<file path="src/rtl/instr_fetch_unit.sv">
// Instruction fetch stage: PC generation, single-outstanding memory fetch,
// and a small prefetch queue presented to the control unit over valid/ready.
module instr_fetch_unit #(
  parameter int unsigned PC_WIDTH = 32,
  parameter int unsigned DEPTH    = 2,
  parameter logic [PC_WIDTH-1:0] RESET_PC = '0
) (
  input  logic                         clk,
  input  logic                         reset,
  output logic                         mem_req,
  output logic [PC_WIDTH-1:0]          mem_addr,
  input  logic                         mem_ack,
  input  logic [31:0]                  mem_rdata,
  output logic [31:0]                  instruction,
  output logic [PC_WIDTH-1:0]          instr_pc,
  output logic                         instr_valid,
  input  logic                         instr_ready,
  input  logic                         branch_en,
  input  logic [PC_WIDTH-1:0]          branch_target,
  output logic [$clog2(DEPTH+1)-1:0]   queue_count
);

  localparam int unsigned CNT_W = $clog2(DEPTH + 1);
  localparam int unsigned PTR_W = (DEPTH > 1) ? $clog2(DEPTH) : 1;

  typedef enum logic [1:0] {
    ST_STALL   = 2'd0,
    ST_FETCH   = 2'd1,
    ST_DISCARD = 2'd2
  } state_t;

  state_t              state, state_next;
  logic [PC_WIDTH-1:0] fetch_pc, fetch_pc_next;
  logic [CNT_W-1:0]    count, count_next;
  logic [PTR_W-1:0]    rd_ptr, wr_ptr;
  logic [PC_WIDTH-1:0] pc_mem   [DEPTH];
  logic [31:0]         word_mem [DEPTH];
  logic                push, pop, not_full;
  logic                unused_target_bits;

  function automatic logic [PTR_W-1:0] ptr_inc(input logic [PTR_W-1:0] p);
    return (p == PTR_W'(DEPTH - 1)) ? '0 : p + PTR_W'(1);
  endfunction

  // Branch blanks the head so no pop can happen in the redirect cycle
  assign instr_valid = (count != '0) && !branch_en;
  assign pop         = instr_valid && instr_ready;
  assign push        = (state == ST_FETCH) && mem_ack && !branch_en;
  assign mem_req     = (state == ST_FETCH) || (state == ST_DISCARD);
  assign mem_addr    = fetch_pc;
  assign instruction = word_mem[rd_ptr];
  assign instr_pc    = pc_mem[rd_ptr];
  assign queue_count = count;
  assign unused_target_bits = ^branch_target[1:0];

  always_comb begin
    count_next = count;
    if (branch_en)        count_next = '0;
    else if (push && !pop) count_next = count + CNT_W'(1);
    else if (pop && !push) count_next = count - CNT_W'(1);
  end

  // Fetch decisions look at the post-update occupancy
  assign not_full = count_next < CNT_W'(DEPTH);

  always_ff @(posedge clk) begin
    if (reset) begin
      state    <= ST_STALL;
      fetch_pc <= RESET_PC;
    end else begin
      state    <= state_next;
      fetch_pc <= fetch_pc_next;
    end
  end

  always_comb begin
    state_next    = state;
    fetch_pc_next = fetch_pc;
    if (branch_en) begin
      fetch_pc_next = {branch_target[PC_WIDTH-1:2], 2'b00};
      // An unacked request cannot be withdrawn; its reply must be swallowed
      if (state == ST_FETCH || state == ST_DISCARD)
        state_next = mem_ack ? ST_FETCH : ST_DISCARD;
      else
        state_next = ST_FETCH;
    end else begin
      case (state)
        ST_STALL: begin
          if (not_full) state_next = ST_FETCH;
        end
        ST_FETCH: begin
          if (mem_ack) begin
            fetch_pc_next = fetch_pc + PC_WIDTH'(4);
            state_next    = not_full ? ST_FETCH : ST_STALL;
          end
        end
        ST_DISCARD: begin
          if (mem_ack) state_next = ST_FETCH;
        end
        default: state_next = ST_STALL;
      endcase
    end
  end

  always_ff @(posedge clk) begin
    if (reset || branch_en) begin
      count  <= '0;
      rd_ptr <= '0;
      wr_ptr <= '0;
    end else begin
      count <= count_next;
      if (push) wr_ptr <= ptr_inc(wr_ptr);
      if (pop)  rd_ptr <= ptr_inc(rd_ptr);
    end
  end

  // Queue storage needs no reset; occupancy is tracked by count
  always_ff @(posedge clk) begin
    if (push) begin
      pc_mem[wr_ptr]   <= fetch_pc;
      word_mem[wr_ptr] <= mem_rdata;
    end
  end

endmodule
</file>
<file path="config.mk">
export PLATFORM = sky130hd
export DESIGN_NAME = instr_fetch_unit
export DESIGN_NICKNAME = d
export VERILOG_FILES = /design/src/rtl/instr_fetch_unit.sv
export SDC_FILE = /design/constraint.sdc
export NUM_CORES = 1
export LEC_CHECK = 0
export BUFFER_PORTS_ARGS = -buffer_cell sky130_fd_sc_hd__buf_4
export CAP_MARGIN = 20
export CORE_MARGIN = 3
export CORE_UTILIZATION = 30
export DETAILED_ROUTE_END_ITERATION = 8
export MAX_ROUTING_LAYER = met4
export PLACE_DENSITY_LB_ADDON = 0.15
export SYNTH_ARGS = -nofsm -noshare
export SYNTH_HDL_FRONTEND = slang
export SYNTH_SLANG_ARGS = --single-unit
</file>
<file path="constraint.sdc">
create_clock -name clk -period 5.2 [get_ports clk]
set_input_delay 0 -clock clk [delete_from_list [all_inputs] [get_ports clk]]
set_output_delay 0 -clock clk [all_outputs]
set_load 0.02 [all_outputs]
</file>
# Yosys cells after proc, flatten, opt, wreduce, memory -nomap -nowiden
# Memories as Yosys holds them, arrays and structs flattened. A register that Yosys moved wholly into a read port is not among the register bits.
# Index checks and enable logic that the tools add are counted.
classes:
  n_eq_ne: 5
  magnitude_cmp: 1
  reduce_logical: 19
  mux: 22
  n_addsub: 5
ops:
  columns: ["op", "count"]
  rows:
  - ["$mux 32", 3]
  - ["$add 32x3->32 const B", 1]
  - ["$mux 2", 9]
  - ["$mux 1", 9]
  - ["$ne 3x3->1 const B", 3]
  - ["$logic_and 1x1->1", 6]
  - ["$pmux 2 s3", 1]
  - ["$reduce_bool 2->1", 3]
  - ["$reduce_and 2->1", 2]
  - ["$logic_not 1->1", 3]
  - ["$reduce_and 3->1", 1]
  - ["$add 1x1->1 const B", 2]
  - ["$add 2x1->2 const B", 1]
  - ["$eq 2x1->1 const B", 1]
  - ["$eq 2x2->1 const B", 1]
  - ["$logic_not 2->1", 1]
  - ["$logic_or 1x1->1", 2]
  - ["$lt 2x2->1 const B", 1]
  - ["$reduce_or 2->1", 1]
  - ["$sub 2x1->2 const B", 1]
word_totals:
  memories: 2
  regBits: 38
  word_cells: 60
  out_inout_bits: 100
  in_bits: 69
  mem_bits_rw: 128
mem_list:
  columns: ["memory", "depth", "width", "read_ports", "rd_clocked_by_memory_dff", "wr", "line", "rtl"]
  rows:
  - ["pc_mem", 2, 32, 1, 1, 1, "36", "logic [PC_WIDTH-1:0] pc_mem [DEPTH];"]
  - ["word_mem", 2, 32, 1, 1, 1, "37", "logic [31:0] word_mem [DEPTH];"]

# Depth between registers and ports, before layout
# Gate-level depths: netlist (run 1).
depth:
  ltp_word: 13
  mapped_depth: 11
  depth_no_buf: 10

# Least setup slack after synthesis (run 1)
# OpenSTA, ideal clock, no wires.
synth_timing:
  path_kind: "reg-to-reg"
  start: "register state[1]"
  end: "memory pc_mem[0][10] (enable)"
  slack_ps: 1070
  arrival_ps: 3648
  t_required_ps: 4718
  path_stages_with_launch: 8
  path_buffers: 1
  period_less_slack_ps: 4130
  path_cell_list: "dfxtp_1 -> inv_1 -> ha_1 -> buf_2 -> nand2_1 -> nor2_1 -> inv_1 -> nor2_1"
synth_between:
  elab_chain_len: 5
synth_rtl:
  columns: ["item", "line", "rtl"]
  rows:
  - ["start, declared", "32", "state_t state, state_next;"]
  - ["start signal, assigned", "71", "state <= state_next;"]
  - ["$eq 2x1->1", "48", "assign push = (state == ST_FETCH) && mem_ack && !branch_en;"]
  - ["$logic_and 1x1->1 (2 in a row)", "48", null]
  - ["$mux 1", "119", "if (push) begin"]
  - ["$mux 1 (implied by the code)", "120", "pc_mem[wr_ptr] <= fetch_pc;"]
  - ["end, declared", "36", null]
# Every way passes these cells.

# Final worst setup path (run 1)
layout_timing:
  start: "register state[1]"
  end: "register state[0]"
layout_between:
  elab_chain_len: 13
  elab_cells_between_ends: 22
  classes_between: "1 x order compare; 5 x eq/ne; 8 x mux; 8 x reduce/logical"
layout_rtl:
  columns: ["item", "line", "rtl"]
  rows:
  - ["$eq 2x1->1", "48, 82, 87", null]
  - ["$logic_and 1x1->1 (2 in a row)", "48", null]
  - ["$logic_not 1->1", "60", "else if (pop && !push) count_next = count - CNT_W'(1);"]
  - ["$logic_and 1x1->1", "60", null]
  - ["$mux 2", "60", null]
  - ["$mux 2", "59", "else if (push && !pop) count_next = count + CNT_W'(1);"]
  - ["$mux 2", "58", "if (branch_en) count_next = '0;"]
  - ["$lt 2x2->1", "64", "assign not_full = count_next < CNT_W'(DEPTH);"]
  - ["$mux 1", "94", "state_next = not_full ? ST_FETCH : ST_STALL;"]
  - ["$mux 2", "92", "if (mem_ack) begin"]
  - ["$pmux 2 s3", "87", "case (state)"]
  - ["$mux 2", "79", "if (branch_en) begin"]
# Several ways; a longest one is shown, not always the timed one. The select of a mux whose other input is x is not followed.
# A chain may end at the register's enable or synchronous reset.

==> impl_results.md, run 1 <==
* Syn-to-layout area delta at 40.7%
* Chip height at 156 um
* Setup TNS at 0 ns
* PortBufs at 162
* Row Count at 54
* Top cells by area, synth: edfxtp_1 55%, dfxtp_1 11%, mux2_2 10%, nor2_1 2.1%, ha_1 1.5%
* CP arrival at 3.25 ns
* Leak at 3.48 nW
* Die width at about 160 um
* Syn avg cell area at 13.9 sq um
* DR vias/cell at 4.73
* Max Clk Rate at ~340 MHz
* Worst VDD drop at approximately 0.19 mV
* Number of global-route vias before repair at 4775
* Final RePlAce weighted congestion at 0.783
* Largest family of logic cells by synthesized area: simple AND/OR/NAND/NOR gates
* Cell variety after synth at 50
* Design Power at 3.05 mW
* Max incr delay on CP at 0.62 ns
* Fin crit share at 56.3%
* CTS max path bufs at 2
* Setup Buffers After CTS at 0
* Antenna violations before repair at 0
* Hold Crit Depth at 2
* Xor-xnor portion of the synthesized cell area at 1.95%
* Worst path depth at 10
* Total GRT Usage at 14.4%
* CTS tree: yes
* Synth Area in Compound Gates at approximately 6.5%
* Crit path cell chain: inv_1 -> ha_1 -> nand2_1 -> nor2_1 -> inv_1 -> ha_1 -> nor3b_1 -> o311ai_0 -> a21oi_1 -> a311oi_1
* Routed len/inst at 17.2 um
* WS Path Type: reg2reg
* Yosys reg bits at between 150 and 200
* Post-CTS sizing at 0
* Clock Sinks at roughly 160
* HPWL after DPL at 11000 um
* Yosys top cell area share at 55.2%
* Largest area contributor in the netlist: edfxtp_1
* Largest net degree at the start of global routing at 63
* Tmin final at 2.93 ns
* Power per cell area at between 300 and 400 nW/um^2
* Post-route ant nets at 0
* Buf+Inv Stages, Crit Path at 2
* Clock Pin Slew Worst Setup and Hold Paths at approximately 0.070 ns
* HP Class: in2reg
* Post-synth top flop: edfxtp_1
* Setup violations, final at 0
* Worst Path Required at 5.52 ns
* Area share of fa/ha/maj cells after synthesis at 1.48%
* Crit path max fanout at 9
* Drt drc at 0
* Cts bufs inserted at 17
* Initial Util at 30.7%
* Max cap viols at 0
* IO Pins at 169
* Core Footprint at 22000 sq um
* Startpoint Class: flop
* Final Hold Fails at 0
* Crit-path leading delay family: compound AO/OA/AOI/OAI gates
* Critical path capture point type: flop
* Reg2Reg Depth at 10
* Yosys warns at 0
* RSZ-0062 raised after global routing: no
* Slowest cell on crit path: o311ai_0
* Starting DRT DRC Count at 214
* First-pass DRT Iterations at 4
* Post-Route WL at 17200 um
* Global-route wire length before repair at 26300 um
* Layout cells sized above 1 at 37.0%
* Overflow after GRT at 0
* Async SR Flop Fraction at 0%
* Root buffer selected by CTS: clkbuf_16
* DR vias at about 4700
* Slew @ Worst Pin at 0.961 ns
* Number of flops mapped to enable cells by yosys at 124
* Mapped Cells at 484
* Synth Area in Simple Gates at 10.8%
* Max-slew headroom at 35.9%
* Post-CTS Hold Fix Bufs at between 60 and 70
* DIE AREA at 24300 sq um
* Layout Nets at 783
* Outcome: complete, no violations
* Ant diodes at 0
* Slew Limit Fails at 0
* Synth Cell Area at 6750 sq um
* Seq/Total Area, Yosys at 66.2%
* H-tree depth at 4
* Clk Latency, worst-skew pair at 0.42 ns
* Multiplexer area fraction after synthesis at 10.3%
* Skew final at 0.0127 ns
cells in the mapped netlist, types with 2 or more instances:
| cell | n |
|---|---|
| nor3_1 | 10 |
| inv_1 | 14 |
| nand2_1 | 19 |
| o21bai_1 | 2 |
| o31a_1 | 4 |
| o31ai_1 | 8 |
| a311oi_1 | 10 |
| nand3_1 | 14 |
| mux2_2 | 62 |
| buf_1 | 4 |
| a211oi_1 | 11 |
| buf_2 | 3 |
| nor4_1 | 7 |
| clkbuf_1 | 18 |
| or4_1 | 8 |
| xnor2_1 | 8 |
| and3_1 | 4 |
| a21oi_1 | 11 |
| edfxtp_1 | 124 |
| nand4_1 | 10 |
| nor3b_1 | 3 |
| xor2_1 | 7 |
| ha_1 | 8 |
| dfxtp_1 | 37 |
| buf_4 | 4 |
| and4_1 | 5 |
| o21ai_0 | 4 |
| and2_1 | 3 |
| nor2_1 | 37 |
| nor2b_1 | 2 |
| a31oi_1 | 2 |
| or2_2 | 3 |
kinds of logic after synthesis:
| family | Yosys count |
|---|---|
| AO/OA/AOI/OAI | 60 |
| XOR/XNOR | 15 |
| adder cells (fa/ha/maj) | 8 |
| buffers and inverters | 44 |
| flip-flops | 161 |
| multiplexers | 62 |
| other | 1 |
| AND/OR/NAND/NOR | 133 |
through the flow:
step | utilization (%) | hold WS, ns | area, sq um | worst slack (ns) | cells
finish | 43.2 | 0.0222 | 9500 | 2.27 | 999
global route | 43.2 | 0.0283 | 9500 | 2.03 | 999
CTS | 43.2 | 0.000951 | 9500 | 2.19 | 999
detailed placement | 37.4 | 0.188 | 8220 | 2.20 | 901
global placement | 37.4 | 0.186 | 8220 | 2.31 | 901
floorplan | - | 0.0989 | 6760 | 1.07 | 487
layer usage:
| layer | vias to the layer above | track usage [%] | part of all wire (%) |
|---|---|---|---|
| li1 | 2291 | - | - |
| met1 | 2295 | 18.7 | 47 |
| met2 | 131 | 22.6 | 47 |
| met3 | 7 | 3.61 | 5.5 |
| met4 | 0 | 3.87 | 0.67 |
| met5 | - | - | 0 |
layout by cell type, fill, tap and decap left out, drive strengths merged, types with 2 or more instances in the layout:
master / instances
clkinvlp: 2
a31oi: 2
clkinv: 3
o31a: 4
edfxtp: 124
nand2: 19
a311oi: 10
conb: 4
ha: 8
and3: 5
a211oi: 11
a21oi: 11
nor2b: 2
nor4: 8
nor3: 10
nor2: 37
o31ai: 8
nand4: 10
nor3b: 3
mux2: 62
or2: 4
and4: 5
dfxtp: 37
or4: 9
inv: 18
o21ai: 4
buf: 163
dlygate4sd3: 66
bufinv: 4
xor2: 7
xnor2: 8
and2: 3
o21bai: 2
nand3: 15
clkbuf: 20
where the power goes:
group	internal, mW	switching [mW]
combinational	0.138	0.132
clock	0.808	0.513
sequential	1.42	0.0398
cell type report:
class                           count  area, sq um
Fill cell                        2040        12500
Sequential cell                   161         4470
Multi-Input combinational cell    282         2120
Timing Repair Buffer              229         1880
Clock buffer                       20          437
Tap cell                          280          350
Clock inverter                     12          179
Inverter                           15         56.3
registers in the layout, indices dropped and copies added, names as in the netlist, named ones only:
name,count
state,2
mem_addr,30
queue_count,2
wr_ptr,1
word_mem,64
rd_ptr,1
pc_mem,60
worst paths after layout:
path	end	slack, ns	from
min	mem_addr[2]	0.02	reset
max	state[0]	2.27	state[1]
min reg2reg	rd_ptr	0.51	rd_ptr
max reg2reg	state[0]	2.27	state[1]
No activity file was read; power rests on OpenSTA's default activity.
==> run 2: changes to the inputs <==
==> constraint.sdc (replaced) <==
create_clock -name clk -period 2.6 [get_ports clk]
set_input_delay 0 -clock clk [delete_from_list [all_inputs] [get_ports clk]]
set_output_delay 0 -clock clk [all_outputs]
set_load 0.02 [all_outputs]
==> impl_results.md, run 2 (synthesis results as in run 1) <==
* WS Path Type: reg2reg
* HPWL after DPL at 11400 um (+3.3%)
* Worst slack, placed at 0.147 ns (-2.05 ns)
* H-tree depth at 4 (unchanged)
* Tmin final at 2.30 ns (-0.626 ns)
* HP Class: in2reg
* Leak at 3.54 nW (+1.7%)
* Largest net degree at the start of global routing at 41 (-35%)
* Max cap viols at 0 (unchanged)
* Layout cells sized above 1 at 37.8% (+0.83 points)
* CTS tree: yes
* Slowest cell on crit path: o311ai_1
* Global-route wire length before repair at 26500 um (+0.92%)
* Max incr delay on CP at 0.43 ns (-0.19 ns)
* Worst Setup Slack, final at 0.298 ns (-1.97 ns)
* Crit path max fanout at 3 (-6)
* Number of global-route vias before repair at 4914 (+2.9%)
* Hold Crit Depth at 2 (unchanged)
* First-pass DRT Iterations at 5 (+1)
* Final RePlAce weighted congestion at 0.777 (-0.83%)
* Crit-path leading delay family: compound AO/OA/AOI/OAI gates
* DR vias at 4807 (+1.8%)
* Routed len/inst at 17.0 um (-1.5%)
* Clk Latency, worst-skew pair at 0.42 ns (about the same)
* Max reg flops at 64 (unchanged)
* Skew final at 0.0113 ns (-0.00133 ns)
* Setup Buffers After CTS at 0 (unchanged)
* Layout Cells excl Fill at 1007 (+0.80%)
* PortBufs at 162 (unchanged)
* Max Clk Rate at 434 MHz (+27%)
* Fin crit share at 88.5% (+32 points)
* Commonest non-fill, non-tap cells in the layout: 167 x buf_4, 124 x edfxtp_1, 68 x dlygate4sd3_1
* Fillers at 2067 (+1.3%)
* IO Pins at 169 (unchanged)
* Hold endpoint: mem_addr[19]
* Die width at 156 um (unchanged)
* Reg-to-reg slack, setup at 0.30 ns (-1.97 ns)
* Post-route ant nets at 0 (unchanged)
* Final Instance Area at 9600 sq um (+1.1%)
* Syn-to-layout area delta at 42.3%
* Final Hold Fails at 0 (unchanged)
* Post-Route WL at 17100 um (-0.68%)
* Setup TNS at 0 ns (unchanged)
* Worst Path Required at 2.92 ns (-2.60 ns)
* RSZ-0062 raised after global routing: no
* Reg2Reg Depth at 10 (unchanged)
* Initial Util at 30.7% (unchanged)
* CTS max path bufs at 2 (unchanged)
* Total GRT Usage at 14.4% (about the same)
* Placed Cells at 908 (+0.78%)
* Worst r2r dst: state[0]
* Drt drc at 0 (unchanged)
* Startpoint Class: flop
* R2R Path Start: state[1]
* Buf+Inv Stages, Crit Path at 2 (unchanged)
* Overflow after GRT at 0 (unchanged)
* Worst VDD drop at 0.366 mV (+93%)
* Antenna violations before repair at 0 (unchanged)
* Power per cell area at 636 nW/um^2 (+98%)
* Clock Sinks at 161 (unchanged)
* Biggest register: word_mem
* Core Footprint at 22000 sq um (unchanged)
* Cts bufs inserted at 17 (unchanged)
* Commonest non-fill, non-tap cell in the layout: buf_4
* Final Util at 43.7% (+0.50 points)
* Design Power at 6.10 mW (+100%)
* Setup violations, final at 0 (unchanged)
* Crit path cell chain: inv_1 -> ha_1 -> nand2_1 -> nor2_1 -> inv_1 -> ha_1 -> nor3b_1 -> o311ai_1 -> a21oi_1 -> a311oi_1
* Worst path depth at 10 (unchanged)
* Chip height at 156 um (unchanged)
* CP arrival at 2.63 ns (-0.62 ns)
* Row Count at 54 (unchanged)
* Clock Pin Slew Worst Setup and Hold Paths at 0.07 ns (about the same)
* Area post-placement at 8310 sq um (+1.1%)
* DIE AREA at 24300 sq um (unchanged)
* Critical path capture point type: flop
* Outcome: complete, no violations
* Layout Nets at 792 (+1.1%)
* Slew Limit Fails at 0 (unchanged)
* Min Hold Slack at 0.0552 ns (+0.0330 ns)
* Ant diodes at 0 (unchanged)
* Hold Path Origin: reset
* Root buffer selected by CTS: clkbuf_16
* DR vias/cell at 4.77 (+0.95%)
* Starting DRT DRC Count at 255 (+19%)
==> run 2: cell types whose count changed in the layout (fill, tap and decap cells not counted) <==
cell           change
dlygate4sd3_1      +2
o311ai_1           +1
buf_12             +3
clkbuf_1           -2
buf_4              +4
o311ai_0           -1
clkinv_2           +2
clkinv_1           -1
==> run 2: how the worst max path moves through the flow <==
stage / from / end / slack [ns]
floorplan: queue_count[0] / state[1] / 0.08
global placement: state[1] / state[1] / 0.32
detailed placement: state[1] / state[0] / 0.15
CTS: state[1] / state[0] / 0.12
global route: queue_count[0] / state[0] / 0.10
finish: state[1] / state[0] / 0.30
==> run 2: routing by layer <==
layer,routed length [um],global-route usage [%],part of all wire (%)
met5,0,-,0
met3,867,3.50,5.1
met2,8180,23.0,48
met1,7870,18.4,46
met4,181,4.08,1.1
==> run 2: repair_timing <==
| item | CTS | global route |
|---|---|---|
| hold buffers | 68 | 0 |
| endpoints found under the hold margin | 96 | 0 |
| resized for setup | 0 | 1 |
| setup endpoints to repair | 0 | 2 |
==> run 2: power by group <==
| group | internal [mW] | switching (mW) |
|---|---|---|
| Clock | 1.61 | 1.02 |
| Combinational | 0.285 | 0.265 |
| Sequential | 2.85 | 0.0808 |
==> run 2: final cells by class <==
cell class	instances	area, sq um	share of cell area [%]
multi-input combinational	282	2120	22.1
clock buffer	18	429	4.47
inverter	15	56.3	0.586
clock inverter	13	185	1.93
sequential	161	4470	46.5
timing repair buffer	238	1990	20.8
tap	280	350	3.65
